--- src/rtl/addsub_pkg.sv ---
// addsub_pkg: shared mode type and parameter sanity check for the pipelined adder/subtractor
package addsub_pkg;
    typedef enum logic {ADD = 1'b0, SUB = 1'b1} addsub_mode_t;
    function automatic bit split_ok(int width, int stages);
        return width >= 1 && stages >= 1 && stages <= width && width % stages == 0;
    endfunction
endpackage

--- src/rtl/addsub_pipe_if.sv ---
// addsub_pipe_if: operand/result streams of addsub_pipe with valid/ready handshakes
interface addsub_pipe_if
    import addsub_pkg::*;
#(parameter int WIDTH = 16);
    logic in_valid, in_ready, ci, out_valid, out_ready, co, ovf;
    logic [WIDTH-1:0] a, b, s;
    addsub_mode_t mode;
    modport master(output in_valid, a, b, ci, mode, out_ready, input in_ready, out_valid, s, co, ovf);
    modport slave(input in_valid, a, b, ci, mode, out_ready, output in_ready, out_valid, s, co, ovf);
endinterface

--- src/rtl/addsub_slice.sv ---
// addsub_slice: combinational CW-bit ripple adder exposing carry-out and the carry into its MSB
module addsub_slice #(parameter int CW = 4) (
    input  logic [CW-1:0] a,
    input  logic [CW-1:0] b,
    input  logic          ci,
    output logic [CW-1:0] s,
    output logic          co,
    output logic          cm
);
    logic [CW:0] c;
    always_comb begin
        c = '0;
        s = '0;
        c[0] = ci;
        for (int i = 0; i < CW; i++) begin
            s[i] = a[i] ^ b[i] ^ c[i];
            c[i+1] = (a[i] & b[i]) | (c[i] & (a[i] ^ b[i]));
        end
    end
    assign co = c[CW];
    assign cm = c[CW-1];
endmodule

--- src/rtl/addsub_pipe.sv ---
// addsub_pipe: STAGES-deep chunked add/subtract pipeline, one chunk per stage, whole-pipe stall
module addsub_pipe
    import addsub_pkg::*;
#(
    parameter int WIDTH  = 16,
    parameter int STAGES = 4
) (
    input logic clk,
    input logic rst,
    addsub_pipe_if.slave bus
);
    localparam int CW = WIDTH / STAGES;
    if (!split_ok(WIDTH, STAGES)) begin : g_bad
        $error("addsub_pipe: STAGES must evenly divide WIDTH");
    end
    logic advance;
    assign advance = !bus.out_valid || bus.out_ready;
    assign bus.in_ready = advance;
    for (genvar k = 0; k < STAGES; k++) begin : st
        logic [WIDTH-k*CW-1:0] xa, xb;
        logic [WIDTH-1:0] xs, rs;
        logic [CW-1:0] sum;
        logic xc, xv, xo, co, cm, rc, rv, ro;
        if (k == 0) begin : g_in
            assign xa = bus.a;
            assign xb = bus.mode == SUB ? ~bus.b : bus.b;
            assign xc = bus.mode == SUB ? ~bus.ci : bus.ci;
            assign xv = bus.in_valid;
            assign xs = '0;
            assign xo = 1'b0;
        end else begin : g_in
            assign xa = st[k-1].g_op.ra;
            assign xb = st[k-1].g_op.rb;
            assign xc = st[k-1].rc;
            assign xv = st[k-1].rv;
            assign xs = st[k-1].rs;
            assign xo = st[k-1].ro;
        end
        addsub_slice #(.CW(CW)) u_slice (
            .a(xa[CW-1:0]), .b(xb[CW-1:0]), .ci(xc), .s(sum), .co(co), .cm(cm)
        );
        always_ff @(posedge clk or posedge rst)
            if (rst) rv <= 1'b0;
            else if (advance) rv <= xv;
        // sum chunks enter at the top and shift down, so the last stage holds the aligned result
        always_ff @(posedge clk)
            if (advance) begin
                rs <= (xs >> CW) | (WIDTH'(sum) << (WIDTH - CW));
                rc <= co;
                ro <= k == STAGES - 1 ? cm ^ co : xo;
            end
        if (k < STAGES - 1) begin : g_op
            logic [WIDTH-(k+1)*CW-1:0] ra, rb;
            always_ff @(posedge clk)
                if (advance) begin
                    ra <= xa[WIDTH-k*CW-1:CW];
                    rb <= xb[WIDTH-k*CW-1:CW];
                end
        end
    end
    assign bus.out_valid = st[STAGES-1].rv;
    assign bus.s = bus.out_valid ? st[STAGES-1].rs : '0;
    assign bus.co = bus.out_valid && st[STAGES-1].rc;
    assign bus.ovf = bus.out_valid && st[STAGES-1].ro;
endmodule

--- src/flat_wrapper.sv ---
// flat-port wrapper written by rule: the top's interface ports become plain ports
module addsub_pipe_flat import addsub_pkg::*;
#(
    parameter int WIDTH  = 16,
    parameter int STAGES = 4
)
  (clk, rst, bus_in_valid, bus_a, bus_b, bus_ci, bus_mode, bus_out_ready, bus_in_ready, bus_out_valid, bus_s, bus_co, bus_ovf);
  addsub_pipe_if #(.WIDTH(WIDTH)) bus_i ();
  input logic clk;
  input logic rst;
  input wire logic [$bits(bus_i.in_valid)-1:0] bus_in_valid;
  input wire logic [$bits(bus_i.a)-1:0] bus_a;
  input wire logic [$bits(bus_i.b)-1:0] bus_b;
  input wire logic [$bits(bus_i.ci)-1:0] bus_ci;
  input wire logic [$bits(bus_i.mode)-1:0] bus_mode;
  input wire logic [$bits(bus_i.out_ready)-1:0] bus_out_ready;
  output wire logic [$bits(bus_i.in_ready)-1:0] bus_in_ready;
  output wire logic [$bits(bus_i.out_valid)-1:0] bus_out_valid;
  output wire logic [$bits(bus_i.s)-1:0] bus_s;
  output wire logic [$bits(bus_i.co)-1:0] bus_co;
  output wire logic [$bits(bus_i.ovf)-1:0] bus_ovf;
  assign bus_i.in_valid = bus_in_valid;
  assign bus_i.a = bus_a;
  assign bus_i.b = bus_b;
  assign bus_i.ci = bus_ci;
  assign bus_i.mode = bus_mode;
  assign bus_i.out_ready = bus_out_ready;
  assign bus_in_ready = bus_i.in_ready;
  assign bus_out_valid = bus_i.out_valid;
  assign bus_s = bus_i.s;
  assign bus_co = bus_i.co;
  assign bus_ovf = bus_i.ovf;
  addsub_pipe #(.WIDTH(WIDTH), .STAGES(STAGES)) u_core (.clk(clk), .rst(rst), .bus(bus_i));
endmodule
--- config.mk ---
export PLATFORM = sky130hd
export DESIGN_NAME = addsub_pipe_flat
export DESIGN_NICKNAME = d
export VERILOG_FILES = /design/src/rtl/addsub_pkg.sv /design/src/rtl/addsub_pipe_if.sv /design/src/rtl/addsub_slice.sv /design/src/rtl/addsub_pipe.sv /design/src/flat_wrapper.sv
export SDC_FILE = /design/constraint.sdc
export NUM_CORES = 1
export LEC_CHECK = 0
export ABC_CLOCK_PERIOD_IN_PS = 5310
export BUFFER_PORTS_ARGS = -buffer_cell sky130_fd_sc_hd__buf_2
export CORE_UTILIZATION = 55
export CTS_BUF_LIST = sky130_fd_sc_hd__clkbuf_4
export CTS_CLUSTER_DIAMETER = 40
export DETAILED_ROUTE_END_ITERATION = 10
export GPL_ROUTABILITY_DRIVEN = 0
export PLACE_DENSITY = 0.78
export SLEW_MARGIN = 25
export SYNTH_ARGS = -nofsm -noshare
export SYNTH_HDL_FRONTEND = slang
export SYNTH_HIERARCHICAL = 1
export SYNTH_SLANG_ARGS = --single-unit
--- constraint.sdc ---
create_clock -name clk -period 5.31 [get_ports clk]
set_input_delay 0.531 -clock clk [delete_from_list [all_inputs] [get_ports clk]]
set_output_delay 0.531 -clock clk [all_outputs]
set_load 0.02 [all_outputs]
# == After elaboration in Yosys (flattened, before gate mapping) ==
# Index checks and enable logic that the tools add are counted.
# classes
n_addsub,0
mul,0
div_mod_pow,0
order_cmp,0
eq_ne,0
shifts,0
n_mux,3
n_bitwise,86
reduce_logical,4
# op_table
operator,count
$or A12 B16 Y16,3
$xor A1 B1 Y1,33
$and A1 B1 Y1,32
$mux W16,2
$not A16 Y16,1
$or A1 B1 Y1,16
$logic_and A1 B1 Y1,2
$logic_not A1 Y1,1
$logic_or A1 B1 Y1,1
$mux W1,1
$not A1 Y1,1
# word_totals
register_bits,109
latch_bits,0
ram_bits,0
romBits,0
out_inout_bits,20
wordCells,112
mem_count,0

# == Depth between registers and ports, before layout ==
# Gate-level depths: netlist (run 1).
# depth
ltp_word,11
mapped_depth,8
ltp_nobuf,7

# == Hierarchy ==
# The synthesis (run 1) kept the hierarchy.
# by_module_without_submodules
module,n_inst,cells_per_inst,area_per_inst_um2
addsub_pipe,1,142,3256.9
addsub_slice,4,12,110.1

# == Worst setup path before layout (run 1) ==
# Ideal clock, no wire load.
# synth_timing
kind,input -> register
start,in bus_mode
end,reg u_core.st[0].rs[15] (data pin)
setup_time_ns,0.269
arrival_time_ns,2.283
path_slack_ns,2.758
path_stages,8
n_path_buf,1
path_cell_list,buf_4 -> xor2_1 -> fa_1 -> inv_1 -> fa_1 -> fa_1 -> inv_1 -> fa_1
# synth_between
elab_chain_cells,9
elab_cells_between_ends,16
classes_between,mux: 2; bitwise: 14
# synth_rtl
element,line,source
start: declaration,flat_wrapper.sv:15,input wire logic [$bits(bus_i.mode)-1:0] bus_mode;
$mux W16 *,addsub_pipe.sv:26,assign xb = bus.mode == SUB ? ~bus.b : bus.b;
named net u_core.st[0].xb[0],addsub_pipe.sv:20,"logic [WIDTH-k*CW-1:0] xa, xb;"
$xor A1 B1 Y1,addsub_slice.sv:17,c[i+1] = (a[i] & b[i]) | (c[i] & (a[i] ^ b[i]));
$and A1 B1 Y1,addsub_slice.sv:17,
$or A1 B1 Y1 *,addsub_slice.sv:17,
$and A1 B1 Y1 *,addsub_slice.sv:17,
$or A1 B1 Y1 *,addsub_slice.sv:17,
$and A1 B1 Y1 *,addsub_slice.sv:17,
$or A1 B1 Y1 *,addsub_slice.sv:17,
named net u_core.st[0].cm,addsub_pipe.sv:23,"logic xc, xv, xo, co, cm, rc, rv, ro;"
$xor A1 B1 Y1 *,addsub_slice.sv:16,s[i] = a[i] ^ b[i] ^ c[i];
named net u_core.st[0].sum[3],addsub_pipe.sv:22,logic [CW-1:0] sum;
end signal: assignment,addsub_pipe.sv:48,rs <= (xs >> CW) | (WIDTH'(sum) << (WIDTH - CW));
end: declaration,addsub_pipe.sv:21,"logic [WIDTH-1:0] xs, rs;"
# Mark *: on every way through the listed nets, which the timed path passes. The rest lies on a longest branch.
# A chain may end at the register's enable or synchronous reset.

# == Final worst setup path (run 1) ==
# Same ends and word-level chain as after synthesis.

==> results of run 1 <==
==> cell usage after synthesis <==
cell,number,area share
dfrtp_1,4,0.027
or2b_1,1,0.0020
inv_1,33,0.034
and2_1,18,0.030
nand2b_4,1,0.0037
buf_4,1,0.0020
fa_1,16,0.087
xor2_1,18,0.043
edfxtp_1,93,0.76
buf_6,1,0.0030
buf_2,1,0.0014
mux2_4,3,0.012
==> worst max-delay path, stage by stage <==
cell and delay [ns]:
buf_2 0.38, xor2_1 0.27, fa_1 0.21, inv_1 0.05, fa_1 0.38, fa_1 0.36
inv_1 0.07, fa_1 0.40
==> cell type report <==
cell class,instances,area share
Sequential cell,97,0.691
Multi-Input combinational cell,57,0.157
Timing Repair Buffer,59,0.0723
Inverter,33,0.0296
Clock buffer,13,0.0233
Tap cell,77,0.0230
Clock inverter,3,0.00448
==> metal layers <==
metal | up-vias | share of wire | GRT usage
met1 | 702 | 0.43 | 0.145
met3 | 8 | 0.047 | 0.0247
met2 | 49 | 0.49 | 0.209
li1 | 771 | - | -
met5 | - | 0 | 0
met4 | 0 | 0.029 | 0.0940
==> worst paths after layout <==
| path | slack (ns) | cells past startpoint | end | from |
|---|---|---|---|---|
| min reg2reg | 0.42 | 0 | u_core/st[1].g_op.ra[7] | u_core/st[0].g_op.ra[11] |
| max | 2.81 | 8 | u_core/st[0].rs[15] | bus_mode |
| min in group asynchronous | 0.52 | 3 | u_core/bus.out_valid | rst |
| max in group asynchronous | 4.65 | 3 | u_core/st[0].rv | rst |
| max reg2reg | 3.13 | 7 | u_core/st[3].ro | u_core/st[2].g_op.ra[0] |
| min | 0.29 | 1 | u_core/st[0].g_op.ra[0] | bus_a[4] |
==> power groups by stage <==
stage,clock network [mW],registers (mW),logic (mW)
6_report,0.324,1.29,0.496
5_1_grt,0.366,1.32,0.564
4_1_cts,0.337,1.30,0.506
3_5_place_dp,0,1.32,0.505
3_3_place_gp,0,1.30,0.494
2_1_floorplan,0,1.29,0.361
==> state kept, by name, summed over array words and instances, names as in the netlist <==
signal	cells
u_core/st.g_op.rb	24
u_core/st.rv	3
u_core/st.g_op.ra	24
u_core/st.rc	4
u_core/st.ro	1
u_core/st.rs	40
u_core/bus.out_valid	1
==> stage by stage <==
stage                     instance area, um2  utilization
after floorplan                         3700            -
after global placement                  4060        0.633
after detailed placement                4060        0.633
after CTS                               4190        0.652
after global routing                    4190        0.652
final                                   4190        0.652
==> logic make-up (layout without fill, tap and decap cells) <==
logic type / count (synthesis) / in the layout
flip-flops: 97 / 97
AND/OR/NAND/NOR: 20 / 20
multiplexers: 3 / 3
adder cells (fa/ha/maj): 16 / 16
XOR/XNOR: 18 / 18
buffers and inverters: 36 / 108
==> cells in the final DEF, fill, tap and decap left out <==
master         count
clkbuf_4          13
nand2b_4           1
clkinv_1           1
inv_1             33
dfrtp_1            4
clkinvlp_4         2
edfxtp_1          93
fa_1              16
buf_4              1
buf_2             57
and2_1            18
mux2_4             3
dlygate4sd3_1      1
or2b_1             1
xor2_1            18
==> impl_metrics.yaml, run 1 <==
drt:
  post_drt_wl_per_cell_um: 11.4
  postRouteAntennaNets: 0
  num_vias: 1530
  drtPass1Iterations: 7
  drc: 3
  via_per_inst: 4.51
  routed_wl_um: 3850
  first_iter_violations: 98
floorplanning:
  die-width_um: 84.0
  die_h_um: 84.0
  rows: 29
  core_um2: 6420
  dieArea_um2: 7050
  initial_utilization: 0.576
  io_pins: 58
outcome:
  violations: "DRC"
  status: "complete, but fails checks"
logic_synthesis:
  synth-simple-area-share: 0.0362
  synth_top_family_by_area: "adder cells"
  seq_area_frac_synth: 0.782
  synthesis.nets: 244
  synth_compound_area_frac: 0
  synth-xor-area-share: 0.0426
  ys_seq_elements: 97
  avgSynthCellArea_um2: 19.5
  synthMuxAreaShare: 0.0122
  ys_types: 12
  syn_area_um2: 3700
  syn_inst: 190
  ys_warn_count: 6
  synth_fa_ha_area_frac: 0.0866
grt:
  grt_overflow: 0
  grt_antenna_before_repair: 0
  grt_pass1_wl_um: 6560
  grt.total_usage: 0.126
  first_global_vias: 1519
  grt_max_degree: 57
clocking:
  clkLatencyLatePin_ns: 0.41
  clock_path_buffers: 2
  htreeDepth: 3
  root_buffer: "clkbuf_4"
  postCtsSetupBuffers: 0
  clock-sinks: 97
  cts_hold_buf: 1
  path_clk_slew_ns: 0.13
  ctsResizeCount: 0
  cts_tree: "done"
  cts_buffers: 9
sta:
  layout_setup_ws_ns: 2.81
  worst_slew_pin_slew_ns: 0.717
  finalHoldWorstSlack_ns: 0.290
  setup_tns_ns: 0
  clock_skew_ns: 0.0130
  min_period_ns: 2.50
  slew_viol_final: 0
  maxSlewHeadroom: 0.522
  rsz0062_at_grt: "false"
  post-route-period-util: 0.471
  fmax_mhz: 400
  setup_viol: 0
  hold_violations: 0
power:
  switching_power_uw: 596
  ir_worst_vdd_mv: 0.226
  p_leak_nw: 1.74
  swShare: 0.282
  intPower_mw: 1.51
  p_per_area_nw_per_um2: 504
  p_total_mw: 2.11
  combinationalPowerShare: 0.235
  p_clk_frac: 0.154
  p_seq_frac: 0.611
setup_path:
  cp-start-kind: "input pin"
  worstPathArrival_ns: 2.67
  cp.required_ns: 5.48
  cp-end-kind: "flop"
  critPathKind: "in2reg"
  critPathMaxFanout: 17
placement:
  post-place-ws_ns: 2.33
  dp_hpwl_um: 2580
  io_buffers: 57
  dp.cells: 322
min_path:
  hold_path.class: "in2reg"
layout:
  drive_gt1_frac: 0.294
  synthToLayoutAreaGrowth_pct: 13.3
  fin_cells: 339
  fillers: 457
  nets: 311
  multi_input_area_um2: 657
  antenna_cells: 0
  seqCellArea_um2: 2890
job:
  maxCapViolations: 0
(Power assumes the default switching activity.)
==> run 2: changes to the inputs <==
Settings changed: ABC_CLOCK_PERIOD_IN_PS 5310 to 2300, CORE_UTILIZATION 55 to 52, PLACE_DENSITY 0.78 to 0.77.
Clock period 5.31 ns to 2.3 ns, I/O delays scaled along.
==> impl_metrics.yaml, run 2 (synthesized netlist as in run 1, its figures left out) <==
placement:
  io_buffers: 57
  dp_hpwl_um: 2860
  dp.cells: 346
  post-place-ws_ns: -0.0679
power:
  switching_power_mw: 1.45
  p_leak_nw: 1.85
  combinationalPowerShare: 0.238
  p_clk_frac: 0.203
  ir_worst_vdd_mv: 0.576
  p_seq_frac: 0.559
  intPower_mw: 3.83
  p_per_area_nw_per_um2: 1190
  swShare: 0.274
  p_total_mw: 5.28
sta:
  rsz0062_at_grt: "false"
  min_period_ns: 2.15
  finalHoldWorstSlack_ns: 0.0394
  layout_setup_ws_ns: 0.152
  fmax_mhz: 465
  maxSlewHeadroom: 0.755
  setup_tns_ns: 0
  setup_viol: 0
  clock_skew_ns: 0.0144
  hold_violations: 0
  slew_viol_final: 0
  post-route-period-util: 0.934
  worst_slew_pin_slew_ns: 0.367
drt:
  via_per_inst: 4.35
  drtPass1Iterations: 4
  post_drt_wl_per_cell_um: 11.6
  num_vias: 1632
  postRouteAntennaNets: 0
  routed_wl_um: 4340
  first_iter_violations: 103
  drc: 0
layout:
  layout_commonest_cell: "edfxtp_1"
  layout_common_cells: "edfxtp_1 (93), buf_2 (57), inv_1 (33)"
  top_register: "u_core/st.rs"
  drive_gt1_frac: 0.290
  fin_cells: 375
  synthToLayoutAreaGrowth_pct: 20.3
  largest_reg_flops: 40
  nets: 328
  antenna_cells: 0
  reg_top3: "u_core/st.rs: 40 flops, u_core/st.g_op.ra: 24 flops, u_core/st.g_op.rb: 24 flops"
clocking:
  path_clk_slew_ns: 0.14
  clock_path_buffers: 2
  htreeDepth: 3
  ctsResizeCount: 0
  root_buffer: "clkbuf_4"
  cts_buffers: 9
  cts_hold_buf: 13
  cts_tree: "done"
  postCtsSetupBuffers: 0
  clock-sinks: 97
  clkLatencyLatePin_ns: 0.41
setup_path:
  rr_startpoint: "u_core/st[2].g_op.ra[0]"
  cp.required_ns: 2.48
  critPathKind: "reg2reg"
  critPathMaxFanout: 2
  worstPathArrival_ns: 2.33
  cp-end-kind: "flop"
  startpoint: "u_core/st[2].g_op.ra[0]"
  cp-start-kind: "flop"
grt:
  grt_max_degree: 59
  grt.total_usage: 0.129
  first_global_vias: 1499
  grt_pass1_wl_um: 6820
  grt_overflow: 0
  grt_antenna_before_repair: 0
job:
  maxCapViolations: 0
floorplanning:
  die-width_um: 86.3
  die_h_um: 86.3
  dieArea_um2: 7450
  core_um2: 6830
  rows: 30
  initial_utilization: 0.541
  io_pins: 58
min_path:
  min_from: "bus_in_valid"
  hold_path.class: "in2reg"
outcome:
  status: "complete, no violations"
-- run 2: layout make-up --
cell class / instances / area [um2]
Timing Repair Buffer: 76 / 473
Fill cell: 503 / 2380
Clock inverter: 6 / 106
Clock buffer: 10 / 75.1
Tap cell: 96 / 120
Sequential cell: 97 / 2890
Multi-Input combinational cell: 57 / 657
Inverter: 33 / 124
-- run 2: per-stage QoR --
step,util,instance area [um2]
after detailed placement,0.605,4140
after CTS,0.651,4450
after global placement,0.605,4140
after floorplan,-,3700
final,0.651,4450
after global routing,0.651,4450
-- run 2: final timing paths --
path	slack [ns]	depth (start not counted)	end
max	0.15	7	u_core/st[3].ro
min	0.04	2	u_core/st[0].rv
max reg2reg	0.15	7	u_core/st[3].ro
min reg2reg	0.42	0	u_core/st[2].rs[11]
max in group asynchronous	1.93	3	u_core/st[2].rv
min in group asynchronous	0.22	3	u_core/st[1].rv
-- run 2: power by group through the flow --
stage / Combinational, mW / Clock [mW] / Sequential (mW)
floorplan: 0.834 / 0 / 2.97
detailed placement: 1.27 / 0 / 3.01
finish: 1.26 / 1.07 / 2.95
global placement: 1.20 / 0 / 2.98
global route: 1.39 / 1.17 / 3.02
CTS: 1.28 / 1.10 / 2.97
-- run 2: per-layer routing --
| layer | share of wire | track usage |
|---|---|---|
| met1 | 0.42 | 0.159 |
| met2 | 0.51 | 0.201 |
| met3 | 0.039 | 0.0286 |
| met4 | 0.025 | 0.0955 |
| met5 | 0 | 0 |
-- run 2: critical path, stage by stage, from the launching register on --
cell and delay [ns]:
edfxtp_1 0.42, fa_1 0.42, inv_1 0.08, fa_1 0.18, fa_1 0.18, inv_1 0.07, fa_1 0.40, xor2_1 0.17
==> run 3: changes to the inputs <==
Settings changed: CORE_ASPECT_RATIO set to 2.
==> impl_metrics.yaml, run 3 (synthesized netlist as in run 1, its figures left out) <==
outcome:
  status: "complete, no violations"
setup_path:
  critPathKind: "reg2reg"
  critPathMaxStageDelay_ns: 0.44
  cp.required_ns: 2.49
  critPathMaxFanout: 2
  crit_top_cell: "fa_1"
  worstPathCellList: "fa_1 > inv_1 > fa_1 > fa_1 > inv_1 > fa_1 > xor2_1"
  r2r-end: "u_core/st[3].ro"
  r2r_slack_ns: 0.12
  cp-start-kind: "flop"
  reg2reg_depth: 7
  cp-end-kind: "flop"
  rr_startpoint: "u_core/st[2].g_op.ra[0]"
  crit_slowest_cell: "fa_1"
  worstPathArrival_ns: 2.36
floorplanning:
  io_pins: 58
  core_um2: 6890
  dieArea_um2: 7470
  die_h_um: 121
  die-width_um: 61.6
  rows: 43
  initial_utilization: 0.537
drt:
  first_iter_violations: 58
  num_vias: 1629
  via_per_inst: 4.41
  drtPass1Iterations: 3
  post_drt_wl_per_cell_um: 11.5
  routed_wl_um: 4230
  postRouteAntennaNets: 0
  drc: 0
min_path:
  hold_path.class: "in2reg"
  min_from: "bus_b[7]"
  hold_path_end: "u_core/st[0].g_op.rb[3]"
  hold_depth: 2
clocking:
  cts_tree: "done"
  root_buffer: "clkbuf_4"
  path_clk_slew_ns: 0.14
  postCtsSetupBuffers: 0
  ctsResizeCount: 0
  clkLatencyLatePin_ns: 0.43
  cts_buffers: 9
  htreeDepth: 3
  clock_path_buffers: 2
  cts_hold_buf: 14
  clock-sinks: 97
power:
  combinationalPowerShare: 0.244
  swShare: 0.275
  p_seq_frac: 0.575
  ir_worst_vdd_mv: 0.490
  p_per_area_nw_per_um2: 1160
  switching_power_mw: 1.41
  intPower_mw: 3.72
  p_clk_frac: 0.181
  p_total_mw: 5.13
  p_leak_nw: 1.84
grt:
  first_global_vias: 1645
  grt_overflow: 0
  grt.total_usage: 0.139
  grt_max_degree: 68
  grt_antenna_before_repair: 1
  grt_pass1_wl_um: 7020
layout:
  nets: 327
  reg_top3: "u_core/st.rs: 40 flops, u_core/st.g_op.ra: 24 flops, u_core/st.g_op.rb: 24 flops"
  synthToLayoutAreaGrowth_pct: 19.6
  drive_gt1_frac: 0.281
  largest_reg_flops: 40
  layout_common_cells: "edfxtp_1 (93), buf_2 (57), inv_1 (33)"
  layout_commonest_cell: "edfxtp_1"
  top_register: "u_core/st.rs"
placement:
  io_buffers: 57
  dp_hpwl_um: 2560
job:
  maxCapViolations: 0
sta:
  maxSlewHeadroom: 0.779
  fmax_mhz: 459
  min_period_ns: 2.18
  worst_slew_pin_slew_ns: 0.332
  post-route-period-util: 0.947
  hold_violations: 0
  slew_viol_final: 0
  setup_viol: 0
  setup_tns_ns: 0
  clock_skew_ns: 0.0159
  rsz0062_at_grt: "false"
[run 3: changes by cell type in the layout (fill, tap and decap cells not counted), sizes merged]
cell / delta
dlygate4sd3: +1
bufinv: -1
buf: -2
clkbuf: -1
diode: +1
clkinv: +2
[run 3: power groups by stage]
| stage | logic, mW | clock network (mW) | registers [mW] |
|---|---|---|---|
| 2_1_floorplan | 0.834 | 0 | 2.97 |
| 3_3_place_gp | 1.19 | 0 | 2.96 |
| 3_5_place_dp | 1.26 | 0 | 3.00 |
| 4_1_cts | 1.27 | 0.964 | 2.95 |
| 5_1_grt | 1.45 | 1.03 | 3.02 |
| 6_report | 1.25 | 0.929 | 2.95 |
[run 3: worst max-delay path: cells and delay by family, from the launching register on]
kind       cells  cell delay [ns]
fa+ha+maj      4             1.19
flops          1             0.43
xor+xnor       1             0.17
buf+inv        2             0.14
[run 3: worst max path at each step]
stage | startpoint | to | depth (start not counted)
after floorplan | bus_mode | u_core/st[0].rs[15] | 8
after global placement | bus_mode | u_core/st[0].rs[15] | 8
after detailed placement | bus_mode | u_core/st[0].rs[15] | 8
after CTS | u_core/st[2].g_op.ra[0] | u_core/st[3].ro | 7
after global routing | u_core/st[2].g_op.ra[0] | u_core/st[3].ro | 7
final | u_core/st[2].g_op.ra[0] | u_core/st[3].ro | 7
[run 3: metrics by stage]
stage | setup slack [ns] | std cells | hold slack [ns] | cell area [um2] | utilization
floorplan | 0.0488 | 190 | -0.00392 | 3700 | -
global placement | -0.0616 | 338 | 0.105 | 4130 | 0.599
detailed placement | -0.157 | 338 | 0.113 | 4130 | 0.599
CTS | 0.0873 | 368 | 0.0389 | 4420 | 0.642
global route | 0.0225 | 369 | 0.0407 | 4420 | 0.642
finish | 0.123 | 369 | 0.0816 | 4420 | 0.642
[run 3: cell type report]
class	instances	area [um2]
antenna	1	2.50
fill	534	2460
clock inverter	7	85.1
sequential	97	2890
multi-input combinational	57	657
clock buffer	9	67.6
tap	90	113
inverter	33	124
timing repair buffer	75	480
[run 3: layer usage]
| metal | up-vias | GRT usage | wire length, um |
|---|---|---|---|
| met2 | 49 | 0.240 | 2490 |
| met1 | 767 | 0.130 | 1400 |
| met5 | - | 0 | 0 |
| met3 | 9 | 0.0384 | 178 |
| li1 | 804 | - | - |
| met4 | 0 | 0.100 | 159 |
